[config.mk]
export PLATFORM = sky130hd
export DESIGN_NAME = skel_delete_queue_flat
export DESIGN_NICKNAME = d
export VERILOG_FILES = /design/src/rtl/skel_delete_queue_if.sv /design/src/rtl/skel_delete_queue.sv /design/src/flat_wrapper.sv
export SDC_FILE = /design/constraint.sdc
export NUM_CORES = 1
export LEC_CHECK = 0
export BUFFER_PORTS_ARGS = -buffer_cell sky130_fd_sc_hd__buf_2
export CORE_ASPECT_RATIO = 0.75
export CORE_MARGIN = 2
export CORE_UTILIZATION = 34
export CTS_CLUSTER_DIAMETER = 50
export DETAILED_ROUTE_END_ITERATION = 8
export HOLD_SLACK_MARGIN = 0.12
export SYNTH_ARGS = -nofsm -noshare
export SYNTH_HDL_FRONTEND = slang
export SYNTH_SLANG_ARGS = --single-unit
[constraint.sdc]
create_clock -name clk -period 3.1 [get_ports clk]
set_input_delay 0.155 -clock clk [delete_from_list [all_inputs] [get_ports clk]]
set_output_delay 0.155 -clock clk [all_outputs]
set_load 0.005 [all_outputs]
[src/rtl/skel_delete_queue_if.sv]
// Deletion-queue handshake bundle: scan-side request port plus write-mux and pass-status outputs.
interface skel_delete_queue_if #(
  parameter int unsigned bitSize = 6,
  parameter int unsigned CNT_W   = 7
);
  logic               pass_start;
  logic               pass_end;
  logic               del_valid;
  logic [bitSize-1:0] del_addr;
  logic               del_ready;
  logic               wr_en;
  logic [7:0]         wr_data;
  logic               pass_done;
  logic               changed;
  logic [CNT_W-1:0]   del_count;
  logic               busy;

  modport master (
    output pass_start, pass_end, del_valid, del_addr,
    input  del_ready, wr_en, wr_data, pass_done, changed, del_count, busy
  );

  modport slave (
    input  pass_start, pass_end, del_valid, del_addr,
    output del_ready, wr_en, wr_data, pass_done, changed, del_count, busy
  );
endinterface

[src/rtl/skel_delete_queue.sv]
// Buffers one thinning sub-iteration's pixel deletions and replays them as 2-cycle mux writes.
// Optional SKEL_DELETE_QUEUE_DEDUP_EN drops a push repeating the previous accepted address.
module skel_delete_queue #(
  parameter int unsigned N       = 8,
  parameter int unsigned bitSize = 6,
  parameter int unsigned DEPTH   = 8,
  parameter int unsigned CNT_W   = 7
) (
  input logic                clk,
  input logic                rst_n,
  skel_delete_queue_if.slave bus
);

  localparam int unsigned PtrW = $clog2(DEPTH);

  if ((DEPTH < 2) || ((DEPTH & (DEPTH - 1)) != 0) || ((1 << bitSize) < N * N)) begin : g_bad_cfg
    $error("skel_delete_queue: DEPTH must be a power of two >= 2 and bitSize must cover N*N");
  end

  localparam logic [PtrW:0]    PtrOne = 1;
  localparam logic [CNT_W-1:0] CntOne = 1;
  localparam logic [CNT_W-1:0] CntMax = '1;

  typedef enum logic [1:0] {StIdle, StCollect, StDrain, StDone} state_e;

  state_e             state_q, state_d;
  logic [bitSize-1:0] mem_q [DEPTH];
  logic [PtrW:0]      wptr_q, rptr_q;
  logic               wr_en_q, phase_q;
  logic [7:0]         wr_data_q;
  logic [CNT_W-1:0]   del_count_q, del_count_d;
  logic               changed_q, changed_d;

  logic full, empty, del_ready, push_acc, push, pop, hold_end, start, dup;

  assign empty    = (wptr_q == rptr_q);
  assign full     = (wptr_q[PtrW] != rptr_q[PtrW]) &&
                    (wptr_q[PtrW-1:0] == rptr_q[PtrW-1:0]);
  assign start    = (state_q == StIdle) && bus.pass_start;
  // No bypass: a full FIFO refuses even when it pops on the same edge.
  assign del_ready = (state_q == StCollect) && !full;
  assign push_acc = bus.del_valid && del_ready;
  assign push     = push_acc && !dup;
  assign hold_end = wr_en_q && phase_q;
  assign pop      = !empty && (!wr_en_q || hold_end);

`ifdef SKEL_DELETE_QUEUE_DEDUP_EN
  logic [bitSize-1:0] last_q;
  logic               last_vld_q;

  always_ff @(posedge clk or negedge rst_n) begin
    if (!rst_n) begin
      last_q     <= '0;
      last_vld_q <= 1'b0;
    end else if (start) begin
      last_vld_q <= 1'b0;
    end else if (push_acc) begin
      last_q     <= bus.del_addr;
      last_vld_q <= 1'b1;
    end
  end

  assign dup = last_vld_q && (last_q == bus.del_addr);
`else
  assign dup = 1'b0;
`endif

  always_comb begin
    state_d = state_q;
    unique case (state_q)
      StIdle:    if (bus.pass_start) state_d = StCollect;
      StCollect: if (bus.pass_end)   state_d = StDrain;
      StDrain:   if (empty && !wr_en_q) state_d = StDone;
      StDone:    state_d = StIdle;
      default:   state_d = StIdle;
    endcase
  end

  always_comb begin
    del_count_d = del_count_q;
    changed_d   = changed_q;
    if (start) begin
      del_count_d = '0;
      changed_d   = 1'b0;
    end else begin
      if (pop && (del_count_q != CntMax)) del_count_d = del_count_q + CntOne;
      if (state_q == StDone) changed_d = (del_count_q != '0);
    end
  end

  always_ff @(posedge clk or negedge rst_n) begin
    if (!rst_n) begin
      state_q     <= StIdle;
      wptr_q      <= '0;
      rptr_q      <= '0;
      del_count_q <= '0;
      changed_q   <= 1'b0;
    end else begin
      state_q     <= state_d;
      del_count_q <= del_count_d;
      changed_q   <= changed_d;
      if (push) wptr_q <= wptr_q + PtrOne;
      if (pop)  rptr_q <= rptr_q + PtrOne;
    end
  end

  always_ff @(posedge clk) begin
    if (push) mem_q[wptr_q[PtrW-1:0]] <= bus.del_addr;
  end

  // Each write is held for two cycles so the alternately-sampling mux catches it in either phase.
  always_ff @(posedge clk or negedge rst_n) begin
    if (!rst_n) begin
      wr_en_q   <= 1'b0;
      phase_q   <= 1'b0;
      wr_data_q <= '0;
    end else if (pop) begin
      wr_en_q   <= 1'b1;
      phase_q   <= 1'b0;
      wr_data_q <= 8'(mem_q[rptr_q[PtrW-1:0]]);
    end else if (hold_end) begin
      wr_en_q   <= 1'b0;
      phase_q   <= 1'b0;
      wr_data_q <= '0;
    end else if (wr_en_q) begin
      phase_q   <= 1'b1;
    end
  end

  assign bus.del_ready = del_ready;
  assign bus.wr_en     = wr_en_q;
  assign bus.wr_data   = wr_data_q;
  assign bus.pass_done = (state_q == StDone);
  assign bus.changed   = changed_q;
  assign bus.del_count = del_count_q;
  assign bus.busy      = (state_q != StIdle);

endmodule

[src/flat_wrapper.sv]
// flat-port wrapper written by rule: the top's interface ports become plain ports
module skel_delete_queue_flat 
#(
  parameter int unsigned N       = 8,
  parameter int unsigned bitSize = 6,
  parameter int unsigned DEPTH   = 8,
  parameter int unsigned CNT_W   = 7
)
  (clk, rst_n, bus_pass_start, bus_pass_end, bus_del_valid, bus_del_addr, bus_del_ready, bus_wr_en, bus_wr_data, bus_pass_done, bus_changed, bus_del_count, bus_busy);
  skel_delete_queue_if #(.bitSize(bitSize), .CNT_W(CNT_W)) bus_i ();
  input logic clk;
  input logic rst_n;
  input wire logic [$bits(bus_i.pass_start)-1:0] bus_pass_start;
  input wire logic [$bits(bus_i.pass_end)-1:0] bus_pass_end;
  input wire logic [$bits(bus_i.del_valid)-1:0] bus_del_valid;
  input wire logic [$bits(bus_i.del_addr)-1:0] bus_del_addr;
  output wire logic [$bits(bus_i.del_ready)-1:0] bus_del_ready;
  output wire logic [$bits(bus_i.wr_en)-1:0] bus_wr_en;
  output wire logic [$bits(bus_i.wr_data)-1:0] bus_wr_data;
  output wire logic [$bits(bus_i.pass_done)-1:0] bus_pass_done;
  output wire logic [$bits(bus_i.changed)-1:0] bus_changed;
  output wire logic [$bits(bus_i.del_count)-1:0] bus_del_count;
  output wire logic [$bits(bus_i.busy)-1:0] bus_busy;
  assign bus_i.pass_start = bus_pass_start;
  assign bus_i.pass_end = bus_pass_end;
  assign bus_i.del_valid = bus_del_valid;
  assign bus_i.del_addr = bus_del_addr;
  assign bus_del_ready = bus_i.del_ready;
  assign bus_wr_en = bus_i.wr_en;
  assign bus_wr_data = bus_i.wr_data;
  assign bus_pass_done = bus_i.pass_done;
  assign bus_changed = bus_i.changed;
  assign bus_del_count = bus_i.del_count;
  assign bus_busy = bus_i.busy;
  skel_delete_queue #(.N(N), .bitSize(bitSize), .DEPTH(DEPTH), .CNT_W(CNT_W)) u_core (.clk(clk), .rst_n(rst_n), .bus(bus_i));
endmodule
# After elaboration in Yosys (flattened, before gate mapping)
# Memories as Yosys holds them, arrays and structs flattened.
# Cells that the tools add are included.
# word_totals
ff_bits	28
ram_bits	48
elab_cells	59
memories	1
# mem_list
memory	depth	word_bits	rd	rd_clocked_by_memory_dff	write_ports	line_no	source
u_core.mem_q	8	6	1	0	1	skel_delete_queue.sv:27	logic [bitSize-1:0] mem_q [DEPTH];
# op_classes
add_sub_neg	3
n_eq_ne	10
muxes	17
reduce_logical	20
# op_table
cell	count
two-way mux 8 bit	2
two-way mux 7 bit	2
two-way mux 1 bit	9
adder 4 x 1 -> 4 bit, second input constant	2
logical AND 1 bit	8
case mux 2 bit (4 select lines)	1
nonzero test 2 bit	4
adder 7 x 1 -> 7 bit, second input constant	1
inequality test 7 bit, second input constant	1
nonzero test 7 bit	1
two-way mux 2 bit	3
== test 2 bit, second input constant	2
== test 4 bit	1
inequality test 2 bit, second input constant	2
== test 3 bit	1
zero test 1 bit	3
AND reduction 3 bit	1
nonzero test 3 bit	1
== test 2 x 1 -> 1 bit, second input constant	1
zero test 2 bit	1
inequality test 2 x 1 -> 1 bit, second input constant	1
logical OR 1 bit	1
inequality test 1 bit	1

# Longest topological paths before layout
# Gate-level depths: netlist of run 1.
# depth
ltp_word	7
mapped_depth	7
depth_no_buf	6

# Worst setup path after synthesis of run 1
# Ideal clock, no wire load.
# synth_path
path_kind	register to register
startpoint	reg u_core.state_q[1]
endpoint	mem u_core.mem_q[0][0] (enable)
setup_ns	0.377
arrival_time_ns	1.739
t_required_ns	2.723
path_slack_ns	0.984
path_stages_with_launch	7
n_path_buf	0
period_less_slack_ns	2.116
path_cell_list	dfrtp_1 inv_1 ha_1 nand2_1 a41oi_1 nand2b_1 nor3_1
# synth_between
elab_chain_cells	5
# synth_lines
item	line_no	source
from (decl)	skel_delete_queue.sv:26	state_e state_q, state_d;
from (signal assigned)	skel_delete_queue.sv:93	state_q <= StIdle;
from (signal assigned)	skel_delete_queue.sv:99	state_q <= state_d;
== test 2 x 1 -> 1 bit	skel_delete_queue.sv:41	assign del_ready = (state_q == StCollect) && !full;
logical AND 1 bit	skel_delete_queue.sv:41	
logical AND 1 bit	skel_delete_queue.sv:42	assign push_acc = bus.del_valid && del_ready;
two-way mux 1 bit	skel_delete_queue.sv:108	if (push) mem_q[wptr_q[PtrW-1:0]] <= bus.del_addr;
two-way mux 1 bit (implied by the code)	skel_delete_queue.sv:108	
to (decl)	skel_delete_queue.sv:27	
# Every way passes these cells.

# Worst setup path after layout of run 1
# layout_path
startpoint	reg u_core.state_q[1]
endpoint	mem u_core.mem_q[2][0] (enable)
# The elaborated chain is that of the path after synthesis.

==> results of run 1 <==
-- power by group through the flow --
stage               Combinational, mW  Clock (mW)  Sequential, mW
detailed placement               1.40           0            1.48
global route                     1.54        1.12            1.50
CTS                              1.42        1.08            1.46
floorplan                        1.16           0            1.37
global placement                 1.39           0            1.47
finish                           1.39        1.05            1.46
-- cell usage after synthesis (2+ instances only) --
| cell type | count | area share [%] |
|---|---|---|
| a21oi_1 | 7 | 1.0 |
| a22oi_1 | 6 | 1.3 |
| a41oi_1 | 2 | 0.51 |
| buf_2 | 3 | 0.44 |
| buf_4 | 5 | 1.1 |
| buf_6 | 3 | 0.99 |
| clkbuf_1 | 2 | 0.22 |
| dfrtp_1 | 26 | 19 |
| edfxtp_1 | 48 | 42 |
| ha_1 | 8 | 2.9 |
| inv_1 | 8 | 0.88 |
| mux2i_1 | 2 | 0.59 |
| mux4_2 | 12 | 7.9 |
| nand2_1 | 16 | 1.8 |
| nand2b_1 | 5 | 0.92 |
| nand3_1 | 7 | 1.0 |
| nand4_1 | 3 | 0.55 |
| nor2_1 | 10 | 1.1 |
| nor2b_1 | 14 | 2.6 |
| nor3_1 | 2 | 0.29 |
| nor4_1 | 2 | 0.37 |
| o21ai_0 | 9 | 1.3 |
| o31ai_1 | 2 | 0.44 |
| xnor2_1 | 8 | 2.1 |
| xor2_2 | 3 | 1.4 |
-- repair_timing --
item,in CTS,in global routing
hold buffers,5,0
endpoints found under the hold margin,58,0
resized for setup,0,0
-- flip-flops by register name, summed over array words and instances (netlist names) --
name                  flops
u_core.phase_q            1
u_core.mem_q             48
u_core.bus.wr_en          1
u_core.state_q            2
u_core.bus.changed        1
u_core.rptr_q             4
u_core.wptr_q             4
u_core.bus.del_count      7
u_core.bus.wr_data        6
-- metrics by stage --
stage	cell area (sq um)	utilization [%]	power, mW	hold slack, ns
global route	4023	41.48	4.156	0.1449
global placement	3665	37.79	2.862	0.2011
floorplan	3412	-	2.532	-0.1406
detailed placement	3665	37.79	2.882	0.2013
CTS	4023	41.48	3.961	0.1229
finish	4023	41.48	3.898	0.1255
-- cell families (layout without fill, tap and decap cells) --
family,count (synthesis),after routing,share of synthesized area (%)
simple gates,68,68,11.05
compound gates,36,36,7.379
buf+inv,22,63,3.744
fa+ha+maj,8,8,2.937
xor+xnor,13,13,4.552
mux,15,15,8.847
other cells,1,2,0.1100
flops,74,74,61.38
-- per-layer routing --
metal	share of wire [%]	wire (um)	global-route usage [%]
met4	1.4	96	5.588
met1	52	3491	19.60
met3	2.8	189	4.040
met5	0	0	0
met2	44	2972	19.29
-- worst paths after layout --
| kind | endpoint | cells past startpoint |
|---|---|---|
| max | u_core.mem_q[2][0]$_DFFE_PP_ | 6 |
| min | u_core.mem_q[1][2]$_DFFE_PP_ | 1 |
| max reg2reg | u_core.mem_q[2][0]$_DFFE_PP_ | 6 |
| min reg2reg | u_core.wptr_q[3]$_DFFE_PN0P_ | 1 |
| max in group asynchronous | u_core.bus.del_count[1]$_DFFE_PN0P_ | 2 |
| min in group asynchronous | u_core.bus.del_count[5]$_DFFE_PN0P_ | 2 |
-- layout make-up --
type,instances,share of cell area [%]
Clock inverter,4,1.275
Multi-Input combinational cell,142,29.64
Timing Repair Buffer,39,5.848
Sequential cell,74,52.01
Inverter,8,0.7465
Clock buffer,12,6.376
Tap cell,132,4.106
-- worst max-delay path, delay by kind of cell, from the launching register on --
family / cells / cell delay [ns]
compound gates: 1 / 0.51
fa+ha+maj: 1 / 0.20
buf+inv: 1 / 0.12
flops: 1 / 0.42
simple gates: 3 / 0.80
==> out/metrics.yaml, run 1 <==
route:
  drt_drc_violations_left: 0
  wire_per_inst_um: 16.42
  initialDrtViolationCount: 78
  drt_pass1_iterations: 4
  ant_nets: 0
  vias_per_cell: 4.888
  routed_wl_um: 6749
  num_vias: 2009
power:
  internal_power_mw: 2.552
  clockPowerShare_pct: 26.9
  p_leak_nw: 1.489
  p_switching_mw: 1.346
  power_frac_seq_pct: 37.5
  power_density_mw_per_mm2: 969.0
  combPwrFrac_pct: 35.6
  vdd.ir_drop.worst_uv: 393.2
  switching_share_pct: 34.54
floorplanning:
  fp.dieArea_sq_mm: 0.01085
  coreArea_sq_mm: 0.009697
  rows: 31
  start_util_pct: 35.15
  die_w_um: 119.6
  die_y_um: 90.71
  io_pins: 31
setup_path:
  r2r_setup_slack_ns: 0.70
  max_stage_delay_ns: 0.51
  cp-start-kind: "flip-flop"
  path_max_fanout: 6
  crit_required_ns: 3.07
  cp-end-kind: "flip-flop"
  worstReg2RegStart: "u_core.state_q[1]$_DFFE_PN0P_"
  path_cells: "inv_1 -> ha_1 -> nand2_1 -> a41oi_1 -> nand2b_1 -> nor2_1"
  cp-startpoint: "u_core.state_q[1]$_DFFE_PN0P_"
  arrival_ns: 2.37
  criticalPathCategory: "flip-flop to flip-flop"
  cpMaxStageDelayCell: "a41oi_1"
logic_synthesis:
  synth_seq_area_share_pct: 61.38
  yosys_warnings: 0
  postSynthAreaPerCell_sq_um: 14.38
  synthArstFlopShare_pct: 35.14
  synth_area_sq_mm: 0.003408
  ys.flop_type: "edfxtp_1"
  synth-edff-count: 48
  ys_seq_elements: 74
  yosysUniqueCellTypes: 49
  netlist_instances: 237
cts:
  htreeDepth: 3
  clk_pin_slew_ns: 0.06
  clk_latency_ns: 0.33
  cts_tree: "built"
  cts.sinks: 74
  post-cts-setup-buffers: 0
  cts_buffer_depth: 2
  numCtsBuffers: 9
  cts-root-buf: "clkbuf_16"
sta:
  hold_viol: 0
  final_max_slew_viol_count: 0
  min_period_over_period_pct: 77.57
  setup_ws_ns: 0.6952
  setup_viol: 0
  worstMarginPinSlew_ns: 0.7213
  rsz0062_at_grt: "false"
  tns_ns: 0
  finalCriticalPeriod_ns: 2.405
  fin_skew_ns: 0.008402
  maxSlewHeadroom_pct: 51.39
  clock.fmax_mhz: 415.8
outcome:
  status: "finished, final reports clean"
layout:
  multi_input_area_sq_mm: 0.001192
  fill_cells: 917
  final_cell_mix: "edfxtp_1 (48), buf_2 (28), dfrtp_1 (26)"
  drive_gt1_share_pct: 26.16
  final_common_cell: "edfxtp_1"
  area_delta_synth_final_pct: 18.03
  layout.cells.non_filler: 411
  seq_area_sq_mm: 0.002092
  antenna_cells: 0
  nets: 293
grt:
  grt_pass1_wl_um: 11220
  grt_overflow: 0
  grt_pass1_vias: 2078
  grtUsageTotal_pct: 13.66
  grt_max_degree: 27
  antenna_found_initial: 0
min_path:
  worstHoldStart: "bus_del_addr[2]"
  hold_path_class: "input pin to flip-flop"
run:
  max-cap-violations: 0
placed_design:
  gp_congestion: 0.7621
  dp_hpwl_um: 4684
  port_buffers: 28
  placed_cells: 390
  place_ws_ns: 0.7171
Power figures use the tool's default switching activity.
==> run 2: changes to the inputs <==
--- a/config.mk
+++ b/config.mk
@@ -5,6 +5,7 @@
 export SDC_FILE = /design/constraint.sdc
 export NUM_CORES = 1
 export LEC_CHECK = 0
+export ABC_AREA = 1
 export BUFFER_PORTS_ARGS = -buffer_cell sky130_fd_sc_hd__buf_2
 export CORE_ASPECT_RATIO = 0.75
 export CORE_MARGIN = 2
==> constraint.sdc (replaced) <==
create_clock -name clk -period 2.1 [get_ports clk]
set_input_delay 0.105 -clock clk [delete_from_list [all_inputs] [get_ports clk]]
set_output_delay 0.105 -clock clk [all_outputs]
set_load 0.005 [all_outputs]
==> out/metrics.yaml, run 2 <==
outcome:
  status: "finished, final reports clean"
grt:
  use_met1_pct: 22.56  # +3.0 points
  antenna_found_initial: 0  # unchanged
  grt_overflow: 0  # unchanged
  use_met2_pct: 21.05  # +1.8 points
  gr-usage-met3_pct: 4.735  # +0.69 points
  grt_max_degree: 27  # unchanged
  grtUsageTotal_pct: 15.15  # +1.5 points
  grt_pass1_vias: 2298  # +11%
  grt_pass1_wl_um: 12510  # +11%
  top_usage_layer: "met1"
logic_synthesis:
  ys.flop_type: "edfxtp_1"
  synth_area_sq_mm: 0.003420  # +0.33%
  yosysUniqueCellTypes: 33  # -33%
  postSynthAreaPerCell_sq_um: 10.27  # -29%
  netlist_instances: 333  # +41%
  synthArstFlopShare_pct: 35.14  # unchanged
  synth_seq_area_share_pct: 61.18  # -0.20 points
  synth_most_common_cell: "nand2_1"
  ys_top_cells_by_area: "edfxtp_1 (42%), dfrtp_1 (19%), nand2_1 (8.1%), nor2_1 (4.6%), nand3_1 (4.1%)"
  yosys_warnings: 0  # unchanged
  synth_commonest_cells: "nand2_1 (74), edfxtp_1 (48), nor2_1 (42)"
  yosys.area.top_type: "edfxtp_1"
  synth-edff-count: 48  # unchanged
  ys_seq_elements: 74  # unchanged
  synth.top_cell.area_share_pct: 42.15  # -0.14 points
cts:
  clk_latency_ns: 0.33  # about the same
  cts_resized: 0  # unchanged
  post-cts-setup-buffers: 0  # unchanged
  htreeDepth: 3  # unchanged
  cts.sinks: 74  # unchanged
  cts_buffer_depth: 2  # unchanged
  cts_tree: "built"
  clk_pin_slew_ns: 0.06  # about the same
  cts-root-buf: "clkbuf_16"
  numCtsBuffers: 9  # unchanged
setup_path:
  cp-start-kind: "flip-flop"
  cp-startpoint: "u_core.rptr_q[2]$_DFFE_PN0P_"
  r2r-end: "u_core.mem_q[0][1]$_DFFE_PP_"
  r2r_cells: 8  # +2
  worstReg2RegStart: "u_core.rptr_q[2]$_DFFE_PN0P_"
  crit_end: "u_core.mem_q[0][1]$_DFFE_PP_"
  arrival_ns: 1.92  # -0.45 ns
  cp-end-kind: "flip-flop"
  path_max_fanout: 10  # +4
  crit_required_ns: 2.14  # -0.93 ns
  r2r_setup_slack_ns: 0.22  # -0.48 ns
  criticalPathCategory: "flip-flop to flip-flop"
floorplanning:
  coreArea_sq_mm: 0.009736  # +0.40%
  start_util_pct: 35.12  # about the same
  die_y_um: 90.85  # +0.15%
  rows: 31  # unchanged
  die_w_um: 119.8  # +0.16%
  fp.dieArea_sq_mm: 0.01088  # +0.31%
  io_pins: 31  # unchanged
sta:
  final_max_slew_viol_count: 0  # unchanged
  whs_ns: 0.1159  # -0.009591 ns
  rsz0062_at_grt: "false"
  tns_ns: 0  # unchanged
  min_period_over_period_pct: 89.53  # +12 points
  maxSlewHeadroom_pct: 57.87  # +6.5 points
  worstMarginPinSlew_ns: 0.6320  # -0.08932 ns
  finalCriticalPeriod_ns: 1.880  # -0.5246 ns
  hold_viol: 0  # unchanged
  fin_skew_ns: 0.006806  # -0.001596 ns
  setup_viol: 0  # unchanged
  clock.fmax_mhz: 531.9  # +28%
min_path:
  min_delay_path_depth: 1  # unchanged
  hold_path_class: "input pin to flip-flop"
layout:
  nets: 396  # +35%
  drive_gt1_share_pct: 20.68  # -5.5 points
  final_area_sq_mm: 0.004080  # +1.4%
  antenna_cells: 0  # unchanged
  area_delta_synth_final_pct: 19.32
  final_common_cell: "nand2_1"
  final_cell_mix: "nand2_1 (74), edfxtp_1 (48), nor2_1 (42)"
  largest_register_ffs: 48  # unchanged
power:
  p_leak_nw: 1.718  # +15%
  power_density_mw_per_mm2: 1465  # +51%
  vdd.ir_drop.worst_uv: 470.2  # +20%
placed_design:
  gp_congestion: 0.8268  # +8.5%
  placed_area_sq_mm: 0.003744  # +2.2%
  dp_hpwl_um: 5550  # +18%
  port_buffers: 28  # unchanged
route:
  drt_pass1_iterations: 4  # unchanged
  vias_per_cell: 4.728  # -3.3%
  initialDrtViolationCount: 168  # +120%
  ant_nets: 0  # unchanged
  wire_per_inst_um: 15.02  # -8.5%
  drt_drc_violations_left: 0  # unchanged
  num_vias: 2430  # +21%
  routed_wl_um: 7720  # +14%
run:
  max-cap-violations: 0  # unchanged
-- run 2: cell count changes after synthesis, sizes merged, moves of 5 or more --
cell and delta:
nand2 +67, nor2 +34, nand3 +24, inv +17
nor2b -14, o21ai +14, mux4 -12, o211ai +9
xnor2 -7, a22oi -6, nand2b -5
-- run 2: worst max-delay path: stages, from the launching register on --
cell	delay, ns
dfrtp_1	0.51
inv_4	0.16
nand2_2	0.06
nand2_2	0.10
a21oi_1	0.06
nand2_1	0.10
nand4_1	0.23
nor2_1	0.19
buf_4	0.17
-- run 2: cells by family (layout without fill, tap and decap cells) --
| family | count (synthesis) | after routing | share of synthesized area [%] |
|---|---|---|---|
| adder cells (fa/ha/maj) | 8 | 8 | 2.927 |
| flip-flops | 74 | 74 | 61.18 |
| AND/OR/NAND/NOR | 169 | 169 | 22.61 |
| other | 1 | 2 | 0.1097 |
| XOR/XNOR | 3 | 3 | 0.7685 |
| AO/OA/AOI/OAI | 41 | 41 | 6.952 |
| buffers and inverters | 37 | 85 | 5.452 |
-- run 2: cell type report --
| class | instances | area (sq um) |
|---|---|---|
| fillers | 915 | 5655 |
| multi-input cells | 223 | 1145 |
| clock buffers | 12 | 256.5 |
| repair buffers | 44 | 267.8 |
| flip-flops and latches | 74 | 2092 |
| well taps | 132 | 165.2 |
| inverters | 25 | 103.9 |
| clock inverters | 4 | 50.05 |
-- run 2: timing repair --
item,in CTS,in global routing
hold buffers,2,1
endpoints found under the hold margin,28,2
setup endpoints to repair,0,0
-- run 2: through the flow --
stage                     util (%)  total power [mW]  setup WS, ns  std cells
after floorplan                  -             3.795        0.2385        334
after global placement       38.45             4.430        0.2594        495
after detailed placement     38.45             4.474        0.2313        495
after CTS                    41.81             6.029        0.2207        513
after global routing         41.91             6.453       0.08822        514
final                        41.91             5.978        0.2198        514
-- run 2: worst min path at each step --
stage	slack (ns)	endpoint	from
after floorplan	-0.19	u_core.bus.changed$_DFFE_PN0P_	rst_n
after global placement	0.16	u_core.bus.wr_data[2]$_DFFE_PN0P_	rst_n
after detailed placement	0.17	u_core.bus.wr_data[2]$_DFFE_PN0P_	rst_n
after CTS	0.12	u_core.mem_q[3][2]$_DFFE_PP_	bus_del_addr[2]
after global routing	0.12	u_core.mem_q[6][1]$_DFFE_PP_	bus_del_addr[1]
final	0.12	u_core.mem_q[3][4]$_DFFE_PP_	bus_del_addr[4]
-- run 2: layer usage --
layer,routed length (um),vias to the layer above
met5,0,-
met4,88,0
met3,525,7
met2,3291,64
met1,3814,1150
li1,-,1209
-- run 2: power breakdown --
group | switching, mW | leakage (nW) | total [mW] | internal, mW
Combinational | 1.52 | 0.815 | 2.35 | 0.836
Sequential | 0.250 | 0.758 | 2.09 | 1.84
Clock | 0.553 | 0.145 | 1.53 | 0.982
Total | 2.32 | 1.72 | 5.98 | 3.66
==> run 3: changes to the inputs <==
--- a/config.mk
+++ b/config.mk
@@ -13,6 +13,7 @@
 export CTS_CLUSTER_DIAMETER = 50
 export DETAILED_ROUTE_END_ITERATION = 8
 export HOLD_SLACK_MARGIN = 0.12
+export PLACE_DENSITY = 0.49
 export SYNTH_ARGS = -nofsm -noshare
 export SYNTH_HDL_FRONTEND = slang
 export SYNTH_SLANG_ARGS = --single-unit
==> out/metrics.yaml, run 3 (synthesized netlist as in run 2, its figures left out) <==
route:
  routed_wl_um: 7860  # +1.8%
  drt_pass1_iterations: 4  # unchanged
  num_vias: 2419  # -0.45%
  drt_drc_violations_left: 0  # unchanged
  initialDrtViolationCount: 159  # -5.4%
  vias_per_cell: 4.679  # -1.0%
  ant_nets: 0  # unchanged
  wire_per_inst_um: 15.20  # +1.2%
sta:
  final_max_slew_viol_count: 0  # unchanged
  hold_viol: 0  # unchanged
  setup_viol: 0  # unchanged
  clock.fmax_mhz: 538.7  # +1.3%
  maxSlewHeadroom_pct: 59.47  # +1.6 points
  rsz0062_at_grt: "false"
  fin_skew_ns: 0.004831  # -0.001975 ns
  tns_ns: 0  # unchanged
  finalCriticalPeriod_ns: 1.856  # -0.02371 ns
  worstMarginPinSlew_ns: 0.6079  # -0.02403 ns
  min_period_over_period_pct: 88.40  # -1.1 points
  whs_ns: 0.1260  # +0.01009 ns
setup_path:
  cp-start-kind: "flip-flop"
  r2r_setup_slack_ns: 0.24  # +0.02 ns
  arrival_ns: 1.90  # -0.02 ns
  r2r_cells: 8  # unchanged
  cp-startpoint: "u_core.wptr_q[0]$_DFFE_PN0P_"
  crit_end: "u_core.mem_q[4][1]$_DFFE_PP_"
  worstReg2RegStart: "u_core.wptr_q[0]$_DFFE_PN0P_"
  path_max_fanout: 6  # -4
  r2r-end: "u_core.mem_q[4][1]$_DFFE_PP_"
  crit_required_ns: 2.14  # about the same
  criticalPathCategory: "flip-flop to flip-flop"
  cp-end-kind: "flip-flop"
layout:
  nets: 399  # +0.76%
  fill_cells: 967  # +5.7%
  drive_gt1_share_pct: 20.00  # -0.68 points
  largest_register_ffs: 48  # unchanged
  final_common_cell: "nand2_1"
  antenna_cells: 0  # unchanged
  area_delta_synth_final_pct: 19.58
  final_cell_mix: "nand2_1 (74), edfxtp_1 (48), nor2_1 (42)"
power:
  power_density_mw_per_mm2: 1451  # -0.97%
  vdd.ir_drop.worst_uv: 530.5  # +13%
  p_leak_nw: 1.728  # +0.55%
cts:
  cts_tree: "built"
  htreeDepth: 3  # unchanged
  cts-root-buf: "clkbuf_16"
  numCtsBuffers: 9  # unchanged
  clk_pin_slew_ns: 0.05  # about the same
  cts_buffer_depth: 2  # unchanged
  hold_buffers: 6  # +4
  clk_latency_ns: 0.33  # about the same
  cts.sinks: 74  # unchanged
  cts_resized: 0  # unchanged
  post-cts-setup-buffers: 0  # unchanged
floorplanning:
  start_util_pct: 35.12  # unchanged
  die_y_um: 90.85  # unchanged
  die_w_um: 119.8  # unchanged
  coreArea_sq_mm: 0.009736  # unchanged
  fp.dieArea_sq_mm: 0.01088  # unchanged
  io_pins: 31  # unchanged
  rows: 31  # unchanged
placed_design:
  port_buffers: 28  # unchanged
  gp_congestion: 0.7988  # -3.4%
  dp_hpwl_um: 5665  # +2.1%
grt:
  grtUsageTotal_pct: 15.76  # +0.61 points
  grt_overflow: 0  # unchanged
  grt_pass1_wl_um: 12700  # +1.5%
  grt_pass1_vias: 2258  # -1.7%
  grt_max_degree: 27  # unchanged
  antenna_found_initial: 0  # unchanged
min_path:
  hold_path_class: "input pin to flip-flop"
outcome:
  status: "finished, final reports clean"
run:
  max-cap-violations: 0  # unchanged
## run 3: changes by cell type in the layout (fill, tap and decap cells not counted), sizes merged
cell / previous run / this run
clkinvlp: 2 / 0
clkinv: 1 / 4
inv: 25 / 26
clkbuf: 12 / 10
dlygate4sd3: 3 / 6
## run 3: layout make-up
type                            instances  area, sq um  area share (%)
Clock buffer                           10        229.0           5.600
Tap cell                              132        165.2           4.039
Clock inverter                          6        56.30           1.377
Sequential cell                        74         2092           51.16
Multi-Input combinational cell        223         1145           28.00
Timing Repair Buffer                   47        297.8           7.283
Inverter                               25        103.9           2.540
## run 3: layer usage
metal	share of wire, %	vias up	track usage (%)
met2	39	54	20.38
met3	4.5	13	5.303
met5	0	-	0
met1	55	1135	24.04
met4	1.5	0	5.490
li1	-	1217	-
## run 3: worst max-delay path, stage by stage, from the launching register on
cell,delay [ns]
dfrtp_1,0.43
inv_1,0.16
nand2_1,0.07
nand2_1,0.11
nor2_4,0.06
nand2_1,0.10
nand4_1,0.26
nor2_1,0.20
buf_4,0.17
## run 3: worst min-delay path by stage
stage                     slack [ns]                                  end            start  cells after the start
after CTS                       0.13         u_core.mem_q[6][4]$_DFFE_PP_  bus_del_addr[4]                      1
after global placement          0.17  u_core.bus.del_count[2]$_DFFE_PN0P_            rst_n                      1
after global routing            0.13         u_core.mem_q[1][4]$_DFFE_PP_  bus_del_addr[4]                      1
after detailed placement        0.16  u_core.bus.del_count[2]$_DFFE_PN0P_            rst_n                      1
after floorplan                -0.19       u_core.bus.changed$_DFFE_PN0P_            rst_n                      0
final                           0.13         u_core.mem_q[0][2]$_DFFE_PP_  bus_del_addr[2]                      1
## run 3: power by group
group | internal (mW) | switching, mW | total (mW) | leakage [nW]
Sequential | 1.84 | 0.255 | 2.10 | 0.758
Combinational | 0.839 | 1.53 | 2.37 | 0.828
Clock | 0.911 | 0.560 | 1.47 | 0.142
## run 3: stage by stage
step / setup slack, ns / power [mW] / area (sq um) / instances / util [%]
global route: 0.1010 / 6.443 / 4089 / 517 / 42.00
detailed placement: 0.2566 / 4.506 / 3744 / 495 / 38.45
finish: 0.2435 / 5.933 / 4089 / 517 / 42.00
CTS: 0.2478 / 6.015 / 4089 / 517 / 42.00
floorplan: 0.2385 / 3.795 / 3423 / 334 / -
global placement: 0.2674 / 4.502 / 3744 / 495 / 38.45
